<file path="src/rtl/sample_mem_arbiter.sv">
// Sample SDRAM port arbiter: one buffered download write beats round-robin voice byte reads.
// Latency: write issued the cycle after dl_wr; miss ack one cycle after mem_ack; hit ack one cycle after grant.
// Backpressure: dl_wait while the single write buffer is full; voices hold v_req/v_addr until v_ack.
//
// Ports: clk, reset (synchronous, active-high); dl_active/dl_wr/dl_addr/dl_data/dl_wait downloader side;
// v_req/v_addr/v_ack/v_byte voice read side; mem_addr/mem_rd/mem_we/mem_din/mem_dout/mem_ack controller side.
// Build option: define SAMPLE_ARB_CACHE_EN to give every voice a one-word read cache.
module sample_mem_arbiter #(
    parameter int NUM_VOICES = 4,
    parameter int ADDR_W     = 25
) (
    input  logic                         clk,
    input  logic                         reset,
    input  logic                         dl_active,
    input  logic                         dl_wr,
    input  logic [ADDR_W-1:0]            dl_addr,
    input  logic [7:0]                   dl_data,
    output logic                         dl_wait,
    input  logic [NUM_VOICES-1:0]        v_req,
    input  logic [NUM_VOICES*ADDR_W-1:0] v_addr,
    output logic [NUM_VOICES-1:0]        v_ack,
    output logic [7:0]                   v_byte,
    output logic [ADDR_W-1:0]            mem_addr,
    output logic                         mem_rd,
    output logic                         mem_we,
    output logic [7:0]                   mem_din,
    input  logic [15:0]                  mem_dout,
    input  logic                         mem_ack
);
    localparam int VW = (NUM_VOICES > 1) ? $clog2(NUM_VOICES) : 1;
    localparam logic [NUM_VOICES-1:0] ONE = 1;

    typedef enum logic [1:0] {IDLE, WR_WAIT, RD_WAIT} state_t;
    state_t state, state_nxt;

    logic [VW-1:0]     rr_ptr;
    logic [VW-1:0]     cur_idx;
    logic              cur_byte;
    logic              buf_vld;
    logic [ADDR_W-1:0] buf_addr;
    logic [7:0]        buf_data;

    logic [ADDR_W-1:0] va [NUM_VOICES];
    for (genvar gi = 0; gi < NUM_VOICES; gi++) begin : g_va
        assign va[gi] = v_addr[gi*ADDR_W +: ADDR_W];
    end

    // Round-robin search starting after the last grant. A voice whose ack is
    // on the wire this cycle is masked so it cannot be granted twice for one request.
    logic [NUM_VOICES-1:0] req_eff;
    logic                  hi_vld, lo_vld, gnt_vld;
    logic [VW-1:0]         hi_idx, lo_idx, gnt_idx;
    logic [ADDR_W-1:0]     gnt_addr;

    always_comb begin
        req_eff = v_req & ~v_ack & {NUM_VOICES{~dl_active}};
        hi_vld  = 1'b0;
        lo_vld  = 1'b0;
        hi_idx  = '0;
        lo_idx  = '0;
        for (int i = NUM_VOICES - 1; i >= 0; i--) begin
            if (req_eff[i]) begin
                lo_vld = 1'b1;
                lo_idx = VW'(i);
                if (i > int'(rr_ptr)) begin
                    hi_vld = 1'b1;
                    hi_idx = VW'(i);
                end
            end
        end
        gnt_vld  = hi_vld | lo_vld;
        gnt_idx  = hi_vld ? hi_idx : lo_idx;
        gnt_addr = va[gnt_idx];
    end

    logic take_gnt, issue_wr, issue_rd, is_hit, rd_done, wr_done;
    logic hit;
    logic [7:0] hit_byte;

    // A buffered write always wins; a fresh dl_wr only bypasses straight to the
    // controller when no voice is being granted in the same cycle.
    always_comb begin
        take_gnt = (state == IDLE) && !buf_vld && gnt_vld;
        issue_wr = (state == IDLE) && (buf_vld || (dl_wr && !gnt_vld));
        is_hit   = take_gnt && hit;
        issue_rd = take_gnt && !hit;
        rd_done  = (state == RD_WAIT) && mem_ack;
        wr_done  = (state == WR_WAIT) && mem_ack;
    end

`ifdef SAMPLE_ARB_CACHE_EN
    logic              dl_active_q;
    logic              c_vld  [NUM_VOICES];
    logic [ADDR_W-2:0] c_addr [NUM_VOICES];
    logic [15:0]       c_data [NUM_VOICES];

    always_comb begin
        hit      = c_vld[gnt_idx] && (c_addr[gnt_idx] == gnt_addr[ADDR_W-1:1]);
        hit_byte = gnt_addr[0] ? c_data[gnt_idx][15:8] : c_data[gnt_idx][7:0];
    end

    // Invalidation on the start of a download beats a fill completing in the same cycle.
    always_ff @(posedge clk) begin
        if (reset) begin
            dl_active_q <= 1'b0;
        end else begin
            dl_active_q <= dl_active;
        end
        if (reset || (dl_active && !dl_active_q)) begin
            for (int i = 0; i < NUM_VOICES; i++) begin
                c_vld[i] <= 1'b0;
            end
        end else if (rd_done) begin
            c_vld[cur_idx]  <= 1'b1;
            c_addr[cur_idx] <= mem_addr[ADDR_W-1:1];
            c_data[cur_idx] <= mem_dout;
        end
    end
`else
    assign hit      = 1'b0;
    assign hit_byte = 8'h00;
`endif

    // State register
    always_ff @(posedge clk) begin
        if (reset) begin
            state <= IDLE;
        end else begin
            state <= state_nxt;
        end
    end

    // Next-state logic
    always_comb begin
        state_nxt = state;
        case (state)
            IDLE: begin
                if (issue_wr) begin
                    state_nxt = WR_WAIT;
                end else if (issue_rd) begin
                    state_nxt = RD_WAIT;
                end
            end
            WR_WAIT: if (mem_ack) state_nxt = IDLE;
            RD_WAIT: if (mem_ack) state_nxt = IDLE;
            default: state_nxt = IDLE;
        endcase
    end

    // Output logic (next values of the registered outputs)
    logic                  mem_rd_nxt, mem_we_nxt;
    logic [ADDR_W-1:0]     mem_addr_nxt;
    logic [7:0]            mem_din_nxt, v_byte_nxt;
    logic [NUM_VOICES-1:0] v_ack_nxt;

    always_comb begin
        mem_rd_nxt   = issue_rd;
        mem_we_nxt   = issue_wr;
        mem_addr_nxt = mem_addr;
        mem_din_nxt  = mem_din;
        v_ack_nxt    = '0;
        v_byte_nxt   = v_byte;
        if (issue_wr) begin
            mem_addr_nxt = buf_vld ? buf_addr : dl_addr;
            mem_din_nxt  = buf_vld ? buf_data : dl_data;
        end else if (issue_rd) begin
            mem_addr_nxt = {gnt_addr[ADDR_W-1:1], 1'b0};
        end
        if (is_hit) begin
            v_ack_nxt  = ONE << gnt_idx;
            v_byte_nxt = hit_byte;
        end else if (rd_done) begin
            v_byte_nxt = cur_byte ? mem_dout[15:8] : mem_dout[7:0];
            // A voice that abandoned its request still lets the cycle finish, but gets no ack.
            if (v_req[cur_idx]) begin
                v_ack_nxt = ONE << cur_idx;
            end
        end
    end

    always_ff @(posedge clk) begin
        if (reset) begin
            rr_ptr   <= VW'(NUM_VOICES - 1);
            cur_idx  <= '0;
            cur_byte <= 1'b0;
            buf_vld  <= 1'b0;
            buf_addr <= '0;
            buf_data <= '0;
            mem_rd   <= 1'b0;
            mem_we   <= 1'b0;
            mem_addr <= '0;
            mem_din  <= '0;
            v_ack    <= '0;
            v_byte   <= '0;
        end else begin
            if (take_gnt) begin
                rr_ptr   <= gnt_idx;
                cur_idx  <= gnt_idx;
                cur_byte <= gnt_addr[0];
            end
            if (wr_done) begin
                buf_vld <= 1'b0;
            end else if (dl_wr && !buf_vld) begin
                buf_vld  <= 1'b1;
                buf_addr <= dl_addr;
                buf_data <= dl_data;
            end
            mem_rd   <= mem_rd_nxt;
            mem_we   <= mem_we_nxt;
            mem_addr <= mem_addr_nxt;
            mem_din  <= mem_din_nxt;
            v_ack    <= v_ack_nxt;
            v_byte   <= v_byte_nxt;
        end
    end

    assign dl_wait = buf_vld;

endmodule

</file>
<file path="config.mk">
export PLATFORM = sky130hd
export DESIGN_NAME = sample_mem_arbiter
export DESIGN_NICKNAME = d
export VERILOG_FILES = /design/src/rtl/sample_mem_arbiter.sv
export SDC_FILE = /design/constraint.sdc
export NUM_CORES = 1
export LEC_CHECK = 0
export CAP_MARGIN = 20
export CORE_MARGIN = 4
export CORE_UTILIZATION = 33
export CTS_BUF_LIST = sky130_fd_sc_hd__clkbuf_2
export CTS_CLUSTER_DIAMETER = 60
export DETAILED_ROUTE_END_ITERATION = 16
export PLACE_DENSITY_LB_ADDON = 0.08
export SETUP_SLACK_MARGIN = 0.1
export SLEW_MARGIN = 5
export SYNTH_ARGS = -nofsm -noshare
export SYNTH_HDL_FRONTEND = slang
export SYNTH_SLANG_ARGS = --single-unit
export TNS_END_PERCENT = 30
</file>
<file path="constraint.sdc">
create_clock -name clk -period 3.1 [get_ports clk]
set_input_delay 0.31 -clock clk [delete_from_list [all_inputs] [get_ports clk]]
set_output_delay 0.31 -clock clk [all_outputs]
set_load 0.005 [all_outputs]
</file>
## After elaboration in Yosys (flattened, before gate mapping)

Index checks and enable logic that the tools add are counted.

| storage, ports and cells | value |
|---|---|
| bits in registers | 88 |
| input port bits | 158 |
| output and inout port bits | 48 |
| logic and storage cells | 84 |

| cells by class | value |
|---|---|
| order comparisons | 5 |
| eq/ne operators | 4 |
| shifts and indexed selects | 1 |
| mux-type cells | 35 |
| bitwise gates (word level) | 9 |
| reductions and logical operators | 17 |

Operators with widths:

| kind | number |
|---|---|
| 25-bit two-way mux | 5 |
| 25-bit binary-select mux with 2-bit select | 1 |
| 2-bit two-way mux | 14 |
| 8-bit two-way mux | 2 |
| 1-bit two-way mux | 11 |
| 4-bit AND | 2 |
| 1-bit logical AND | 7 |
| 2-bit > comparator (first input constant) | 2 |
| 1-bit inverter | 4 |
| 4-bit inverter | 1 |
| 2-bit case mux with 2 select lines | 1 |
| 2-bit AND reduction | 2 |
| 2-bit OR reduction | 2 |
| 1-bit by 2-bit left shift with 4-bit output (first input constant) | 1 |
| 3-bit greater-or-equal comparator (second input constant) | 1 |
| 2-bit by 3-bit less-than comparator with 1-bit output (second input constant) | 1 |
| 3-bit != test (second input constant) | 1 |
| 2-bit inverter with 3-bit output | 1 |
| 3-bit OR reduction | 1 |
| 1-bit binary-select mux with 2-bit select | 1 |
| 2-bit by 1-bit equality test with 1-bit output (second input constant) | 1 |
| 2-bit equality test (second input constant) | 1 |
| 1-bit by 2-bit > comparator with 1-bit output (first input constant) | 1 |
| 1-bit logical NOT | 2 |
| other kinds (5) | 5 |

## Longest topological paths before layout

| depth | value |
|---|---|
| word-level depth | 15 |
| mapped depth | 8 |
| depth with buffers taken out | 7 |

## Least setup slack after synthesis

No wires, ideal clock.

| timing | value |
|---|---|
| path kind | register to register |
| from | reg v_ack[3] |
| to | reg cur_byte |
| data arrival time | 1844 ps |
| data required time | 2978 ps |
| slack | 1134 ps |
| stages on the path, launching flop included | 7 |
| buffers on the path | 0 |
| period minus slack after synthesis | 1966 ps |
| cell sequence | dfxtp_1 > nand2b_1 > a2111oi_2 > nor3_2 > nor2_2 > mux2_1 > a311o_1 |

| between the ends | value |
|---|---|
| cells in the longest elaborated chain, start to end | 13 |
| elaborated cells between the ends (all ways) | 28 |
| classes of those cells | mux: 22; bitwise: 5; reduce/logical: 1 |

Ends and longest elaborated chain:

| what | line | source |
|---|---|---|
| from (decl) | 21 | `output logic [NUM_VOICES-1:0] v_ack,` |
| from (signal assigned) | 212 | `v_ack <= v_ack_nxt;` |
| 4-bit inverter * | 56 | `req_eff = v_req & ~v_ack & {NUM_VOICES{~dl_active}};` |
| 4-bit AND * (2 in series) | 56 |  |
| 2-bit two-way mux or 1-bit two-way mux (tied branches) | 62 | `if (req_eff[i]) begin` |
| 2-bit two-way mux or 1-bit two-way mux (tied branches) | 65 | `if (i > int'(rr_ptr)) begin` |
| 2-bit two-way mux or 1-bit two-way mux (tied branches) | 62 |  |
| 2-bit two-way mux or 1-bit two-way mux (tied branches) | 65 |  |
| 2-bit two-way mux or 1-bit two-way mux (tied branches) | 62 |  |
| 2-bit two-way mux | 72 | `gnt_idx = hi_vld ? hi_idx : lo_idx;` |
| 2-bit inverter with 3-bit output (not written as such) | 73 | `gnt_addr = va[gnt_idx];` |
| 25-bit binary-select mux with 2-bit select | 73 |  |
| 25-bit two-way mux (not written as such) (2 in series) | 73 |  |
| to (signal assigned) | 199 | `cur_byte <= gnt_addr[0];` |
| to (decl) | 38 | `logic cur_byte;` |

Every way passes the cells marked *; elsewhere a longest branch is shown, timed or not. The select of a mux whose other input is x is not followed.
A chain may end at the register's enable or synchronous reset.

## Worst setup path after layout

| timing | value |
|---|---|
| from | reg v_ack[3] |
| to | reg mem_addr[9] |

| between the ends | value |
|---|---|
| cells in the longest elaborated chain, start to end | 15 |
| elaborated cells between the ends (all ways) | 35 |
| classes of those cells | mux: 24; bitwise: 5; reduce/logical: 6 |

Ends and longest elaborated chain:

| what | line | source |
|---|---|---|
| 4-bit inverter * | 56 |  |
| 4-bit AND * (2 in series) | 56 |  |
| 2-bit two-way mux or 1-bit two-way mux (tied branches) | 62 |  |
| 2-bit two-way mux or 1-bit two-way mux (tied branches) | 65 |  |
| 2-bit two-way mux or 1-bit two-way mux (tied branches) | 62 |  |
| 2-bit two-way mux or 1-bit two-way mux (tied branches) | 65 |  |
| 2-bit two-way mux or 1-bit two-way mux (tied branches) | 62 |  |
| 2-bit two-way mux | 72 |  |
| 2-bit inverter with 3-bit output (not written as such) | 73 |  |
| 25-bit binary-select mux with 2-bit select | 73 |  |
| 25-bit two-way mux (not written as such) (2 in series) | 73 |  |
| 25-bit two-way mux | 166 | `end else if (issue_rd) begin` |
| 25-bit two-way mux | 163 | `if (issue_wr) begin` |
| to (signal assigned) | 210 | `mem_addr <= mem_addr_nxt;` |
| to (decl) | 23 | `output logic [ADDR_W-1:0] mem_addr,` |

Marked as above.

==> metrics.md <==
| Metric | Value |
|---|---|
| H-tree depth | `3` |
| Top-level I/O count | `206` |
| Slew @ Worst Pin | `0.9849 ns` |
| Worst Path Arrival | `2.76 ns` |
| Post CTS Setup Buffer Count | `0` |
| Total Die Area | `15750 um2` |
| Final number of setup-violating endpoints | `0` |
| Total of fill cells in the finished design | `1335` |
| Internal Power | `1.920 mW` |
| Die height | `125.5 um` |
| Initial core utilization | `34.00%` |
| Maximum resistive drop on vdd | `152.3 uV` |
| Count of instances resized after the clock tree is built | `0` |
| Max-slew violation count | `0` |
| Placeable core region | `13400 um2` |
| Post-place setup slack | `0.3454 ns` |
| Total via count after detailed routing | `4457` |
| Antenna violations before repair | `0` |
| Buffers on Ports | `205` |
| TritonCTS sink count | `88` |
| Switching Power | `0.8950 mW` |
| Seq pwr share | `47.5%` |
| Remaining antenna violation count after routing | `0` |
| Vias/cell | `5.141` |
| Clock Tree Root | `sky130_fd_sc_hd__clkbuf_2` |
| Most area-consuming cells after synthesis | `sky130_fd_sc_hd__dfxtp_1 (39%), sky130_fd_sc_hd__mux2i_1 (14%), sky130_fd_sc_hd__mux2_2 (6.2%)` |
| Synthesis-stage register bit count | `88` |
| Unrepaired setup endpoints after global routing | `false` |
| Number of warnings reported in the yosys synthesis log | `0` |
| Final Net Count | `850` |
| Clock power frac | `16.2%` |
| Most common cell after layout, fill and taps aside | `sky130_fd_sc_hd__clkdlybuf4s50_1` |
| Net count after synthesis | `662` |
| Final hold violation count | `0` |
| Sw frac | `31.79%` |
| Total of max-cap violations | `0` |
| Combinational power share | `36.3%` |
| Area growth from synthesis to final layout | `50.04%` |
| CP Data Required Time | `3.52 ns` |
| Die outline width | `125.5 um` |
| Detailed placer's ending HPWL | `10930 um` |
| Dominant cell type by area after synthesis | `sky130_fd_sc_hd__dfxtp_1` |
| Pin count of the biggest net entering global routing | `72` |
| Worst Hold Class | `in2reg` |
| Routability Congestion | `0.8734` |
| All-layer global routing usage | `18.43%` |
| Post-synth ARST share | `0%` |
| Count of flip-flops with a built-in enable after synthesis | `0` |
| Clock transition at the registers of the reported paths | `0.22 ns` |
| Setup TNS | `0 ns` |
| Number of DRC violations after detailed routing | `0` |
| Vias in the first global route | `4632` |
| Post-detailed-routing wire length | `14870 um` |
| CTS tree | `built` |
| Total clock buffers created by CTS | `9` |
| Fmax | `425.8 MHz` |
| Average cell area after synthesis | `9.093 um2` |
| Launching element type of the critical path | `flop` |
| Final worst-path cycle share | `75.76%` |
| Iter 0 DRT Violations | `247` |
| Worst reg-to-reg setup slack | `0.75 ns` |
| Crit path max fanout | `44` |
| CTS max path bufs | `2` |
| Power density of the placed cells | `411.9 nW/um2` |
| Worst clock skew | `0.02021 ns` |
| Distinct cell type count of the synthesized netlist | `46` |
| Fraction of final layout cells sized beyond drive strength 1 | `12.03%` |
| Overall overflow remaining after global route | `0` |
| Post-detailed-route wirelength per cell | `17.15 um` |
| Hold bufs inserted after CTS | `0` |
| Number of iterations in the first detailed-routing pass | `5` |
| Crit. End Element | `flop` |
| Cell leakage power | `2.425 nW` |
| Top library cells by usage in the layout, fill and taps aside | `sky130_fd_sc_hd__clkdlybuf4s50_1 (204), sky130_fd_sc_hd__dfxtp_1 (87), sky130_fd_sc_hd__nand2_1 (74)` |
| Predominant post-synthesis flop cell | `sky130_fd_sc_hd__dfxtp_1` |
| Share of the synthesized area in the top cell type | `38.67%` |
| # rows | `42` |
| Worst Path Class, Setup | `reg2reg` |
| Result of the run | `completed` |
| First-pass GRT wire length | `23740 um` |
| Clock Latency Late Sink | `0.53 ns` |
| Shortest clock period the worst path allows after layout | `2.349 ns` |
| Final critical-path setup slack | `0.7514 ns` |
| Max-slew headroom at the worst pin | `34.09%` |
| Seq/Total Area, Yosys | `38.67%` |
| Gate count after technology mapping | `501` |
| Total standard cell area after synthesis | `4556 um2` |
-- critical path: stages (launching register included) --
cell and delay (ns):
sky130_fd_sc_hd__dfxtp_1 0.36, sky130_fd_sc_hd__nand2b_1 0.24, sky130_fd_sc_hd__a211oi_2 0.30, sky130_fd_sc_hd__a31oi_1 0.12, sky130_fd_sc_hd__o21ai_4 0.35, sky130_fd_sc_hd__buf_12 0.33
sky130_fd_sc_hd__mux2i_1 0.34, sky130_fd_sc_hd__o221ai_1 0.14
-- Yosys cell counts, drive strengths merged, types with 2 or more instances --
cell / number
dfxtp: 88
nand2: 74
mux2i: 65
a21oi: 39
nor2: 29
mux2: 26
a22oi: 25
clkbuf: 24
o221ai: 22
or2: 22
a211oi: 17
buf: 15
nor4: 8
nand2b: 6
o21ai: 6
nor2b: 5
a2111oi: 3
and2: 3
ha: 3
inv: 3
nor3: 3
nor3b: 2
-- per-stage QoR --
stage	std cells	instance area, um2	util [%]	total power [mW]	hold slack [ns]
6_report	867	6835	51.01	2.815	0.1821
5_1_grt	866	6833	50.99	2.986	0.1333
4_1_cts	866	6833	50.99	2.849	0.1479
3_5_place_dp	854	6774	50.55	2.392	0.4466
3_3_place_gp	854	6774	50.55	2.373	0.4375
2_1_floorplan	501	4556	-	1.867	0.4329
-- power groups by stage --
stage,registers [mW],clock network [mW],logic [mW]
after floorplan,1.35,0,0.520
after global placement,1.36,0,1.02
after detailed placement,1.36,0,1.03
after CTS,1.34,0.475,1.04
after global routing,1.35,0.517,1.12
final,1.34,0.456,1.02
-- sequential cells by signal, indices dropped and copies added (netlist names) --
| register | cells |
|---|---|
| v_ack | 4 |
| mem_addr | 25 |
| mem_din | 8 |
| v_byte | 8 |
| rr_ptr | 2 |
| buf_addr | 25 |
| cur_idx | 2 |
| dl_wait | 1 |
| state | 2 |
| mem_rd | 1 |
| mem_we | 1 |
| buf_data | 8 |
| cur_byte | 1 |
-- logic make-up (layout without fill, tap and decap cells) --
| logic type | count (synthesis) | after routing | synth area share, % |
|---|---|---|---|
| and+or+nand+nor | 158 | 158 | 16.67 |
| other | 0 | 1 | 0 |
| muxes | 91 | 91 | 20.71 |
| adders and majority gates | 3 | 3 | 0.8240 |
| buffers and inverters | 42 | 231 | 4.257 |
| AOI/OAI and AO/OA | 119 | 119 | 18.87 |
| DFF | 88 | 88 | 38.67 |
-- final cells by class --
cell class	count	area (um2)	area share [%]
multi-input cells	371	2625	38.40
repair buffers	216	2155	31.52
flip-flops and latches	88	1763	25.79
well taps	176	220.2	3.222
clock buffers	9	45.04	0.6590
clock inverters	3	13.76	0.2014
inverters	3	11.26	0.1647
diodes	1	2.502	0.03661
-- final timing paths --
check / to / cells past startpoint / start
setup reg to reg: mem_addr[9] / 7 / v_ack[3]
hold / removal: mem_we / 2 / reset
setup / recovery: mem_addr[9] / 7 / v_ack[3]
hold reg to reg: buf_addr[15] / 2 / buf_addr[15]
-- routing by layer --
metal,global-route usage (%),up-vias,share of wire [%]
met5,0,-,0
met4,5.931,0,2.0
met3,5.416,19,7.4
met2,32.00,158,49
met1,21.82,2072,41
li1,-,2208,-
Power figures use the tool's default switching activity.
